## src/rtl/sram_ws_mem_pkg.sv

```systemverilog
// Shared types and helpers for the wait-state SRAM model.
package sram_ws_mem_pkg;

  // Request life cycle: idle, counting wait states, one-cycle response
  typedef enum logic [1:0] {
    StIdle,
    StWait,
    StResp
  } state_e;

  // Number of byte lanes in a data word
  function automatic int unsigned strb_width(input int unsigned width);
    return width / 8;
  endfunction

  // Even-parity bit for one byte: data plus parity carries an even number of ones
  function automatic logic byte_parity(input logic [7:0] b);
    return ^b;
  endfunction

endpackage

```

## src/rtl/sram_array.sv

```systemverilog
// Storage array for sram_ws_mem: byte-strobed write port and registered read.
// The array is named mem so backdoor loads can reach it hierarchically.
// Optional macro SRAM_WS_MEM_PARITY_EN adds a per-byte even-parity array mem_par.
module sram_array
  import sram_ws_mem_pkg::*;
#(
  parameter int unsigned WIDTH      = 32,
  parameter int unsigned DEPTH      = 40,
  parameter int unsigned ADDR_WIDTH = 6
) (
  input  logic                            clk_i,
  input  logic                            rst_ni,
  input  logic                            we_i,
  input  logic                            re_i,
  input  logic [ADDR_WIDTH-1:0]           addr_i,
  input  logic [WIDTH-1:0]                wdata_i,
  input  logic [strb_width(WIDTH)-1:0]    wstrb_i,
  output logic [WIDTH-1:0]                rdata_o,
  output logic                            perr_o
);

  localparam int unsigned StrbW = strb_width(WIDTH);

  logic [WIDTH-1:0] mem [DEPTH];
  logic [WIDTH-1:0] rdata_q, rdata_d;

  // Byte-strobed write; contents survive reset
  always_ff @(posedge clk_i) begin
    if (we_i) begin
      for (int i = 0; i < StrbW; i++) begin
        if (wstrb_i[i]) mem[addr_i][8*i +: 8] <= wdata_i[8*i +: 8];
      end
    end
  end

  // Read data is nonzero only in the cycle after a load
  always_comb begin
    rdata_d = '0;
    if (re_i) rdata_d = mem[addr_i];
  end

  // Registered read data
  always_ff @(posedge clk_i or negedge rst_ni) begin
    if (!rst_ni) rdata_q <= '0;
    else         rdata_q <= rdata_d;
  end

  assign rdata_o = rdata_q;

`ifdef SRAM_WS_MEM_PARITY_EN
  logic [StrbW-1:0] mem_par [DEPTH];

  // Parity bits follow their data bytes
  always_ff @(posedge clk_i) begin
    if (we_i) begin
      for (int i = 0; i < StrbW; i++) begin
        if (wstrb_i[i]) mem_par[addr_i][i] <= byte_parity(wdata_i[8*i +: 8]);
      end
    end
  end

  // Combinational parity check of the addressed word; caller qualifies it
  always_comb begin
    perr_o = 1'b0;
    for (int i = 0; i < StrbW; i++) begin
      if (byte_parity(mem[addr_i][8*i +: 8]) != mem_par[addr_i][i]) perr_o = 1'b1;
    end
  end
`else
  assign perr_o = 1'b0;
`endif

endmodule

```

## src/rtl/sram_ws_mem.sv

```systemverilog
// Single-port SRAM bus slave with valid/ready handshake, byte strobes,
// WAIT_STATES extra cycles of latency and an error response for out-of-range
// addresses. Macro SRAM_WS_MEM_PARITY_EN enables per-byte parity checking.
module sram_ws_mem
  import sram_ws_mem_pkg::*;
#(
  parameter int unsigned WIDTH       = 32,
  parameter int unsigned DEPTH       = 40,
  parameter int unsigned ADDR_WIDTH  = $clog2(DEPTH),
  parameter int unsigned WAIT_STATES = 2
) (
  input  logic                         clk,
  input  logic                         res,
  input  logic                         valid,
  input  logic                         wr_rd,
  input  logic [ADDR_WIDTH-1:0]        addr,
  input  logic [WIDTH-1:0]             wdata,
  input  logic [strb_width(WIDTH)-1:0] wstrb,
  output logic [WIDTH-1:0]             rdata,
  output logic                         ready,
  output logic                         err
);

  localparam int unsigned StrbW    = strb_width(WIDTH);
  localparam logic [3:0]  WaitInit = 4'(WAIT_STATES);

  state_e                  state_q, state_d;
  logic [3:0]              cnt_q, cnt_d;
  logic                    wr_q, wr_d;
  logic [ADDR_WIDTH-1:0]   addr_q, addr_d;
  logic [WIDTH-1:0]        wdata_q, wdata_d;
  logic [StrbW-1:0]        wstrb_q, wstrb_d;
  logic                    ready_q, ready_d;
  logic                    err_q, err_d;
  logic                    enter_resp;

  logic                    op_wr;
  logic [ADDR_WIDTH-1:0]   op_addr;
  logic [WIDTH-1:0]        op_wdata;
  logic [StrbW-1:0]        op_wstrb;
  logic                    in_range;
  logic                    arr_we, arr_re, arr_perr;

  // Next-state logic: capture in idle, count wait states, single response cycle
  always_comb begin
    state_d    = state_q;
    cnt_d      = cnt_q;
    wr_d       = wr_q;
    addr_d     = addr_q;
    wdata_d    = wdata_q;
    wstrb_d    = wstrb_q;
    enter_resp = 1'b0;
    unique case (state_q)
      StIdle: begin
        if (valid) begin
          wr_d    = wr_rd;
          addr_d  = addr;
          wdata_d = wdata;
          wstrb_d = wstrb;
          if (WAIT_STATES > 0) begin
            state_d = StWait;
            cnt_d   = WaitInit;
          end else begin
            state_d    = StResp;
            enter_resp = 1'b1;
          end
        end
      end
      StWait: begin
        if (cnt_q == 4'd1) begin
          state_d    = StResp;
          cnt_d      = 4'd0;
          enter_resp = 1'b1;
        end else begin
          cnt_d = cnt_q - 4'd1;
        end
      end
      StResp: state_d = StIdle;
      default: state_d = StIdle;
    endcase
  end

  // With no wait states the commit edge is the capture edge, so use live inputs
  always_comb begin
    op_wr    = wr_q;
    op_addr  = addr_q;
    op_wdata = wdata_q;
    op_wstrb = wstrb_q;
    if (state_q == StIdle) begin
      op_wr    = wr_rd;
      op_addr  = addr;
      op_wdata = wdata;
      op_wstrb = wstrb;
    end
  end

  // Response decode on the edge entering the response state
  always_comb begin
    in_range = ({1'b0, op_addr} < (ADDR_WIDTH + 1)'(DEPTH));
    arr_we   = enter_resp & op_wr & in_range & res;
    arr_re   = enter_resp & ~op_wr & in_range;
    ready_d  = enter_resp;
    err_d    = enter_resp & (~in_range | (~op_wr & arr_perr));
  end

  // State, request and output registers
  always_ff @(posedge clk or negedge res) begin
    if (!res) begin
      state_q <= StIdle;
      cnt_q   <= 4'd0;
      wr_q    <= 1'b0;
      addr_q  <= '0;
      wdata_q <= '0;
      wstrb_q <= '0;
      ready_q <= 1'b0;
      err_q   <= 1'b0;
    end else begin
      state_q <= state_d;
      cnt_q   <= cnt_d;
      wr_q    <= wr_d;
      addr_q  <= addr_d;
      wdata_q <= wdata_d;
      wstrb_q <= wstrb_d;
      ready_q <= ready_d;
      err_q   <= err_d;
    end
  end

  sram_array #(
    .WIDTH      (WIDTH),
    .DEPTH      (DEPTH),
    .ADDR_WIDTH (ADDR_WIDTH)
  ) u_array (
    .clk_i   (clk),
    .rst_ni  (res),
    .we_i    (arr_we),
    .re_i    (arr_re),
    .addr_i  (op_addr),
    .wdata_i (op_wdata),
    .wstrb_i (op_wstrb),
    .rdata_o (rdata),
    .perr_o  (arr_perr)
  );

  assign ready = ready_q;
  assign err   = err_q;

endmodule

```

## config.mk

```make
export PLATFORM = sky130hd
export DESIGN_NAME = sram_ws_mem
export DESIGN_NICKNAME = d
export VERILOG_FILES = /design/src/rtl/sram_ws_mem_pkg.sv /design/src/rtl/sram_array.sv /design/src/rtl/sram_ws_mem.sv
export SDC_FILE = /design/constraint.sdc
export NUM_CORES = 1
export LEC_CHECK = 0
export ABC_AREA = 1
export BUFFER_PORTS_ARGS = -buffer_cell sky130_fd_sc_hd__buf_2
export CORE_ASPECT_RATIO = 1.5
export CORE_UTILIZATION = 50
export DETAILED_ROUTE_END_ITERATION = 10
export PLACE_DENSITY = 0.66
export SKIP_LAST_GASP = 1
export SYNTH_ARGS = -nofsm -noshare
export SYNTH_HDL_FRONTEND = slang
export SYNTH_SLANG_ARGS = --single-unit
```

## constraint.sdc

```tcl
create_clock -name clk -period 3.76 [get_ports clk]
set_clock_uncertainty 0.2 [all_clocks]
set_input_delay 0.752 -clock clk [delete_from_list [all_inputs] [get_ports clk]]
set_output_delay 0.752 -clock clk [all_outputs]
set_load 0.1 [all_outputs]
```

* Yosys cells after proc, flatten, opt, wreduce, memory -nomap -nowiden
Memory sizes are Yosys's and may differ from the RTL's.
Cells that the tools add are included.
** Word-level totals
- Word-level logic and storage cells :: 54
- Register bits :: 83
- RAM bits :: 1280
- Memories :: 1
- Input bits :: 46
- Output and inout port bits :: 34
** Cells by class
- Bitwise logic cells :: 8
- Eq/ne operators :: 4
- Magnitude comparators :: 1
- $add $sub $neg :: 1
- Reductions and logical operators :: 5
- Multiplexer cells :: 25
** Memories
- u_array.mem :: depth 40, width 32, read ports 1, clocked after Yosys merged registers in 0, write ports 1, line sram_array.sv:24 : logic [WIDTH-1:0] mem [DEPTH];
** Operators with widths (count)
- $mux 32 :: 2
- $mux 1 :: 15
- $mux 4 :: 3
- $pmux 4 s2 :: 1
- $and 1x1->1 :: 6
- $lt 6x6->1 const B :: 1
- $mux 6 :: 1
- $reduce_and 2->1 :: 3
- $eq 4x1->1 const B :: 1
- $mux 2 :: 2
- $ne 2x2->1 const B :: 2
- $pmux 2 s2 :: 1
- $sub 4x1->4 const B :: 1
- $eq 2x1->1 const B :: 1
- $logic_not 2->1 :: 1
- $not 1->1 :: 2
- $reduce_bool 2->1 :: 1

* Depth between registers and ports, before layout
Gate-level depths: netlist (run 1).
- Word-level depth :: 8
- Gate-level depth with buffers :: 17
- Mapped depth without buffers :: 15

* By module
From an unflattened synthesis (run 1), not the netlist that was laid out.
** Second synthesis, totals
- Cells, all modules :: 5695
- Area total of the unflattened synthesis :: 58009.4 um^2
** Modules (own cells, without submodules)
- sram_array :: cells an instance 5363, sequential area each 39237.6 um^2, area an instance 55410.6 um^2, instances 1
- sram_ws_mem :: cells an instance 332, sequential area each 1276.2 um^2, area an instance 2598.7 um^2, instances 1

* Worst setup path before layout (run 1)
Ideal clock, no wire load.
- Kind :: flip-flop to flip-flop
- From :: reg state_q[1]
- To :: mem u_array.mem[0][0], data pin
- Library setup time :: 0.516 ns
- Path slack :: 0.486 ns
- Data arrival time :: 2.558 ns
- Cell stages (with the launch flop) :: 6
- Clock period less this slack :: 3.274 ns
- Buffers on the path :: 2
- Required time :: 3.044 ns
- Path through :: dfrtp_1 -> inv_2 -> nand2_2 -> clkbuf_1 -> clkbuf_1 -> o21ai_0
** Between the ends
- Cells in the longest elaborated chain, start to end :: 2
** RTL lines
- start, declared :: line sram_ws_mem.sv:27 : state_e state_q, state_d;
- start signal, assigned :: line sram_ws_mem.sv:109 : state_q <= StIdle;
- start signal, assigned :: line sram_ws_mem.sv:118 : state_q <= state_d;
- $logic_not 2->1 :: line sram_ws_mem.sv:89 : if (state_q == StIdle) begin
- $mux 32 :: line sram_ws_mem.sv:89
- via op_wdata[0] :: line sram_ws_mem.sv:39 : logic [WIDTH-1:0] op_wdata;
- end, declared :: line sram_array.sv:24
The timed path passes the listed nets, and every way through them passes these cells.

* Worst setup path in the final report (run 1)
- From :: reg state_q[0]
- To :: mem u_array.mem[21][10], enable pin
** Between the ends
- Cells in the longest elaborated chain, start to end :: 7
- Elaborated cells between the ends (all ways) :: 13
- Classes of those cells :: 1 x order compare; 1 x eq/ne; 7 x mux; 3 x bitwise; 1 x reduce/logical
** RTL lines
- $logic_not 2->1 or $eq 2x1->1 (tied branches) :: line sram_ws_mem.sv:53, sram_ws_mem.sv:89
- $mux 6, or another cell as far along :: line sram_ws_mem.sv:89
- $lt 6x6->1 or $and 1x1->1 (tied branches) :: line sram_ws_mem.sv:99, sram_ws_mem.sv:100
- $and 1x1->1 (2 in a row) :: line sram_ws_mem.sv:100 : arr_we = enter_resp & op_wr & in_range & res;
- $mux 1 :: line sram_array.sv:29 : if (we_i) begin
- $mux 1 (implied by the code) :: line sram_array.sv:31 : if (wstrb_i[i]) mem[addr_i][8*i +: 8] <= wdata_i[8*i +: 8];
Several ways; a longest one is shown, not always the timed one.

==> flow_summary.toml, run 1 <==
[routing]
drt_pass1_iterations = 6
final_antenna_net_count = 0
viasPerCell = 5.463
drt_wl_total_um = 161100
drc = 0
vias = 39670
wl_per_cell_um = 22.18
drt_iter0_drc = 3960

[clocking]
worstSkewPairLatency_ns = 0.76
clk_pin_slew_ns = 0.06
cts-buffers-inserted = 130
cts.path.max_buffers = 3
htree_levels = 4
cts_sinks = 1363
post_cts_buffers = 0
root_buffer = "clkbuf_16"
cts_tree = "built"

[synth]
synth_most_common_cell = "nand2_1"
synth-main-ff-cell = "edfxtp_1"
ys_seq_elements = 1363
yosysSeqAreaShare_pct = 70.53
yosysTopAreaCell = "edfxtp_1"
synth_top_area_share_pct = 66.91
ys_async_sr_fraction_pct = 6.090
synthTopCellsByCount = "nand2_1 (1,700), edfxtp_1 (1,280), nor2_1 (1,114)"
syn_area_per_cell_um2 = 10.39
yosysWarnings = 0
netlist-cell-type-count = 25
synthTopCellsByArea = "edfxtp_1 (67%), nand2_1 (11%), nor2_1 (7.3%), dfrtp_1 (3.6%), o21ai_0 (2.7%)"
syn-instance-count = 5531
synth_nets = 5579
synth_edf_count = 1280
synth_area_um2 = 57450

[global_route]
first_global_vias = 39280
grt.total_usage_pct = 27.94
grt_overflow_total = 0
grt_max_degree = 168
grt_pass1_wl_um = 239600
antenna_found_initial = 5

[setup_path]
cp_slowest_cell = "nor2_1"
worstSetupEndpointType = "flip-flop"
worstPathCellList = "nor2_2, buf_4, nand2_1, o21ai_2, nand2_1, nand2_1, nand2_1, nor2_2, o211ai_1, buf_12, nor2_1"
worstPathArrival_ns = 3.77
critPathKind = "reg2reg"
crit_path_start_kind = "flip-flop"
critPathMostFrequentCell = "nand2_1"
cpPeakStageDelay_ns = 0.66
path_max_fanout = 40
reg2reg_depth = 11
cp.required_ns = 3.94

[sta]
slew_headroom_pct = 23.03
fin_crit_sh_pct = 95.45
hold_viol_final = 0
setup_viol = 0
maxSlewViolCount = 0
period_needed_ns = 3.589
finalSetupTns_ns = 0
hold_ws_ns = 0.07891
tightest_slew_ns = 1.150
fmax_mhz = 278.6

[floorplan]
ios = 80
die_w_um = 278.8
rows = 151
die_area_um2 = 116300
die_y_um = 417.1
core_um2 = 113400
start_util_pct = 50.68

[place]
place_area_um2 = 61130
io_buffers = 79
hpwlAfterDp_um = 100400
gp_congestion = 0.9046

[layout]
drive_above_1_share_pct = 10.07
nFillCells = 9485
ff_latch_area_um2 = 40510
fin_nets = 5755
syn2layout_area_growth_pct = 13.84
finish.instance_area_um2 = 65400
multi_input_area_um2 = 14530

[hold_path]
min_path_type = "in2reg"
whs_path_depth = 3

[job]
maxCapViolCount = 0

[outcome]
outcome = "finished, final reports clean"

[power]
powerDensity_nw_per_um2 = 858.6
p_leak_nw = 26.08
irDropWorstVdd_uv = 932.2
## cell usage in the layout (no fill, tap or decap), drive strengths merged, types with 4 or more instances in the layout
master	n
a21oi	4
nand3	70
nor3	6
clkinv	36
dfrtp	83
nand2	1704
inv	361
o21ai	608
bufinv	9
buf	342
nor2	1116
edfxtp	1280
clkbuf	177
## through the flow
step,utilization (%),setup slack [ns],cells,total power [mW]
finish,57.69,0.1712,7261,56.15
global route,57.69,-0.002219,7260,58.79
CTS,57.68,0.1192,7260,56.21
global placement,53.92,0.1775,7027,42.94
detailed placement,53.92,0.1351,7027,43.13
floorplan,-,0.4855,5531,34.18
## final timing paths
check | start | endpoint | slack (ns)
max | state_q[0] | u_array.mem[21][10] | 0.17
min in group asynchronous | res | wr_q | 0.56
max in group asynchronous | res | u_array.rdata_o[8] | 1.52
min reg2reg | wdata_q[5] | wdata_q[5] | 0.29
max reg2reg | state_q[0] | u_array.mem[21][10] | 0.17
min | wstrb[3] | wstrb_q[3] | 0.08
## where the power goes
group,switching (mW),internal [mW],total (mW)
sequential,0.166,19.6,19.8
clock,5.61,7.58,13.2
combinational,17.4,5.80,23.2
## timing repair
item                       in CTS  in global routing
gates resized for setup         0                  3
hold endpoints to repair       27                  0
hold buffers                    1                  0
setup endpoints to repair       0                 24
## worst max-delay path, delay by kind of cell, from the launching register on
kind                   cells  cell delay (ns)
AND/OR/NAND/NOR            7             1.75
flip-flops                 1             0.41
buffers and inverters      2             0.46
AO/OA/AOI/OAI              2             0.31
## layer usage
metal / up-vias / GRT usage (%) / part of all wire [%]
li1: 18470 / - / -
met1: 19150 / 33.39 / 37
met2: 1648 / 48.35 / 50
met3: 400 / 4.410 / 7.1
met4: 2 / 15.11 / 5.7
met5: - / 0 / 0.0099
## registers in the layout, summed over array words and instances (netlist names)
signal           count
cnt_q                4
wdata_q             32
state_q              2
u_array.mem       1280
wstrb_q              4
err                  1
u_array.rdata_o     32
wr_q                 1
addr_q               6
ready                1
## logic make-up after synthesis
family                     synth area share, %
buffers and inverters                    4.883
AOI/OAI and AO/OA                        5.404
and+or+nand+nor                          19.14
DFF                                      70.53
adders and majority gates              0.04355
## final cells by class
| cell class | instances | area share, % |
|---|---|---|
| well taps | 1453 | 2.780 |
| clock inverters | 55 | 0.7921 |
| clock buffers | 177 | 5.705 |
| flip-flops and latches | 1363 | 61.95 |
| diodes | 1 | 0.003826 |
| multi-input cells | 3515 | 22.21 |
| inverters | 354 | 2.032 |
| repair buffers | 343 | 4.523 |
No activity file was read; power rests on OpenSTA's default activity.
==> run 2: changes to the inputs <==
clock period = 4.28 ns   (was 3.76 ns; I/O delays follow)
==> run 2 against run 1 <==
Effect of this change:
- setup slack better by 0.11 ns
- sequential share of layout area increased by 0.76 points
- first-iteration DRC count down 3.9%
- flip-flop and latch count unchanged
- highest routed layer unchanged
- die area stayed put
- final area down 1.2%
- routed wire length decreased by 1.5%
- critical path depth decreased by 1
- via count decreased by 0.41%
- combinational power is 15% lower
==> flow_summary.toml, run 2 (synthesis gave the netlist of run 1 again) <==
[setup_path]
critPathKind = "reg2reg"
worstPathCellList = "inv_2, nand2_4, buf_4, nand2_1, nand2_8, nor2_1, inv_1, nor2_1, nand2_1, nor2_1"
worstPathArrival_ns = 4.17
critPathMostFrequentCell = "nor2_1"
cp_top_family = "simple AND/OR/NAND/NOR gates"
cpPeakStageDelay_ns = 0.71
cp.required_ns = 4.45
path_max_fanout = 15
worstSetupEndpointType = "flip-flop"
crit_path_start_kind = "flip-flop"
cp.buffers_inverters = 3
cp_slowest_cell = "nor2_1"

[sta]
fmax_mhz = 250.2
fin_crit_sh_pct = 93.38
setup_viol = 0
period_needed_ns = 3.997
grt_setup_unrepaired = "false"
hold_viol_final = 0
finalSetupTns_ns = 0
slew_headroom_pct = 21.48
maxSlewViolCount = 0
tightest_slew_ns = 1.173

[routing]
drc = 0
viasPerCell = 5.464
drt_pass1_iterations = 6
final_antenna_net_count = 0
vias = 39510
wl_per_cell_um = 21.94
drt_wl_total_um = 158600
drt_iter0_drc = 3806

[clocking]
cts.path.max_buffers = 3
post_cts_buffers = 0
cts_tree = "built"
cts_sinks = 1363
cts_resized = 0
clk_pin_slew_ns = 0.07
worstSkewPairLatency_ns = 0.75
cts-buffers-inserted = 119
htree_levels = 3
ctsHoldBuffers = 0
root_buffer = "clkbuf_16"

[global_route]
grt.total_usage_pct = 27.36
grt_pass1_wl_um = 235800
grt_overflow_total = 0
first_global_vias = 38410
grt_max_degree = 200
antenna_found_initial = 1

[outcome]
outcome = "finished, final reports clean"

[floorplan]
die_area_um2 = 116300
core_um2 = 113400
die_w_um = 278.8
start_util_pct = 50.68
die_y_um = 417.1
rows = 151
ios = 80

[layout]
most-common-layout-cells = "nand2_1 (1,697), edfxtp_1 (1,280), nor2_1 (1,111)"
layout.cells.non_filler = 7230
syn2layout_area_growth_pct = 12.47
antenna_cells = 0
drive_above_1_share_pct = 9.521
final_common_cell = "nand2_1"
largest_reg_flops = 1280
fin_nets = 5724
largest_register = "u_array.mem"
nFillCells = 9485

[place]
io_buffers = 79
hpwlAfterDp_um = 97650
gp_congestion = 0.8981
placedCellCount = 7008

[power]
irDropWorstVdd_uv = 1030
powerDensity_nw_per_um2 = 744.4
p_leak_nw = 25.68

[job]
maxCapViolCount = 0

[hold_path]
min_path_type = "in2async"
run 2: cell types whose count changed in the layout (fill, tap and decap cells not counted), moves of 4 or more:
cell / delta
clkbuf_1: +7
clkinv_1: -4
clkbuf_16: -18
buf_12: -25
buf_4: +6
run 2: cell type report:
class | count | area [µm²] | area share (%)
Clock buffer | 163 | 3266 | 5.054
Sequential cell | 1363 | 40510 | 62.71
Clock inverter | 59 | 670.6 | 1.038
Multi-Input combinational cell | 3515 | 14520 | 22.47
Timing Repair Buffer | 323 | 2492 | 3.858
Tap cell | 1453 | 1818 | 2.814
Inverter | 354 | 1329 | 2.057
run 2: worst paths after layout:
check / startpoint / end / cells past startpoint / slack, ns
hold / removal: res / wdata_q[18] / 2 / 0.07
setup / recovery: state_q[1] / u_array.mem[34][23] / 10 / 0.28
max in group asynchronous: res / u_array.rdata_o[5] / 3 / 2.44
hold reg to reg: wdata_q[27] / wdata_q[27] / 2 / 0.28
setup reg to reg: state_q[1] / u_array.mem[34][23] / 10 / 0.28
min in group clk: wdata[22] / wdata_q[22] / 3 / 0.21
run 2: stage by stage:
step	setup WS, ns	hold slack [ns]	total power [mW]	cell area, µm²	util (%)
finish	0.2831	0.07084	48.10	64610	57.00
floorplan	1.006	0.2530	30.03	57450	-
global route	0.1551	0.1194	50.47	64610	57.00
detailed placement	0.2512	0.2733	37.30	60670	53.52
CTS	0.3707	0.08749	48.17	64610	57.00
global placement	0.2683	0.2667	37.14	60670	53.52
run 2: layer usage:
layer  vias to the layer above  global-route usage, %  part of all wire, %
met1                     19240                  33.01                   36
li1                      18380                      -                    -
met5                         -                      0               0.0069
met2                      1534                  47.34                   51
met4                         2                  15.02                  5.7
met3                       347                  3.739                  7.0
run 2: where the power goes:
group / total, mW / switching, mW / internal (mW) / leakage (nW)
combinational: 19.8 / 15.2 / 4.62 / 11.1
sequential: 17.4 / 0.147 / 17.2 / 12.7
clock: 10.9 / 4.84 / 6.08 / 1.91
run 2: worst reg2reg max path: stages, from the launching register on:
cell and delay (ns):
dfrtp_1 0.43, inv_2 0.09, nand2_4 0.20, buf_4 0.30, nand2_1 0.18, nand2_8 0.10
nor2_1 0.50, inv_1 0.18, nor2_1 0.27, nand2_1 0.48, nor2_1 0.71
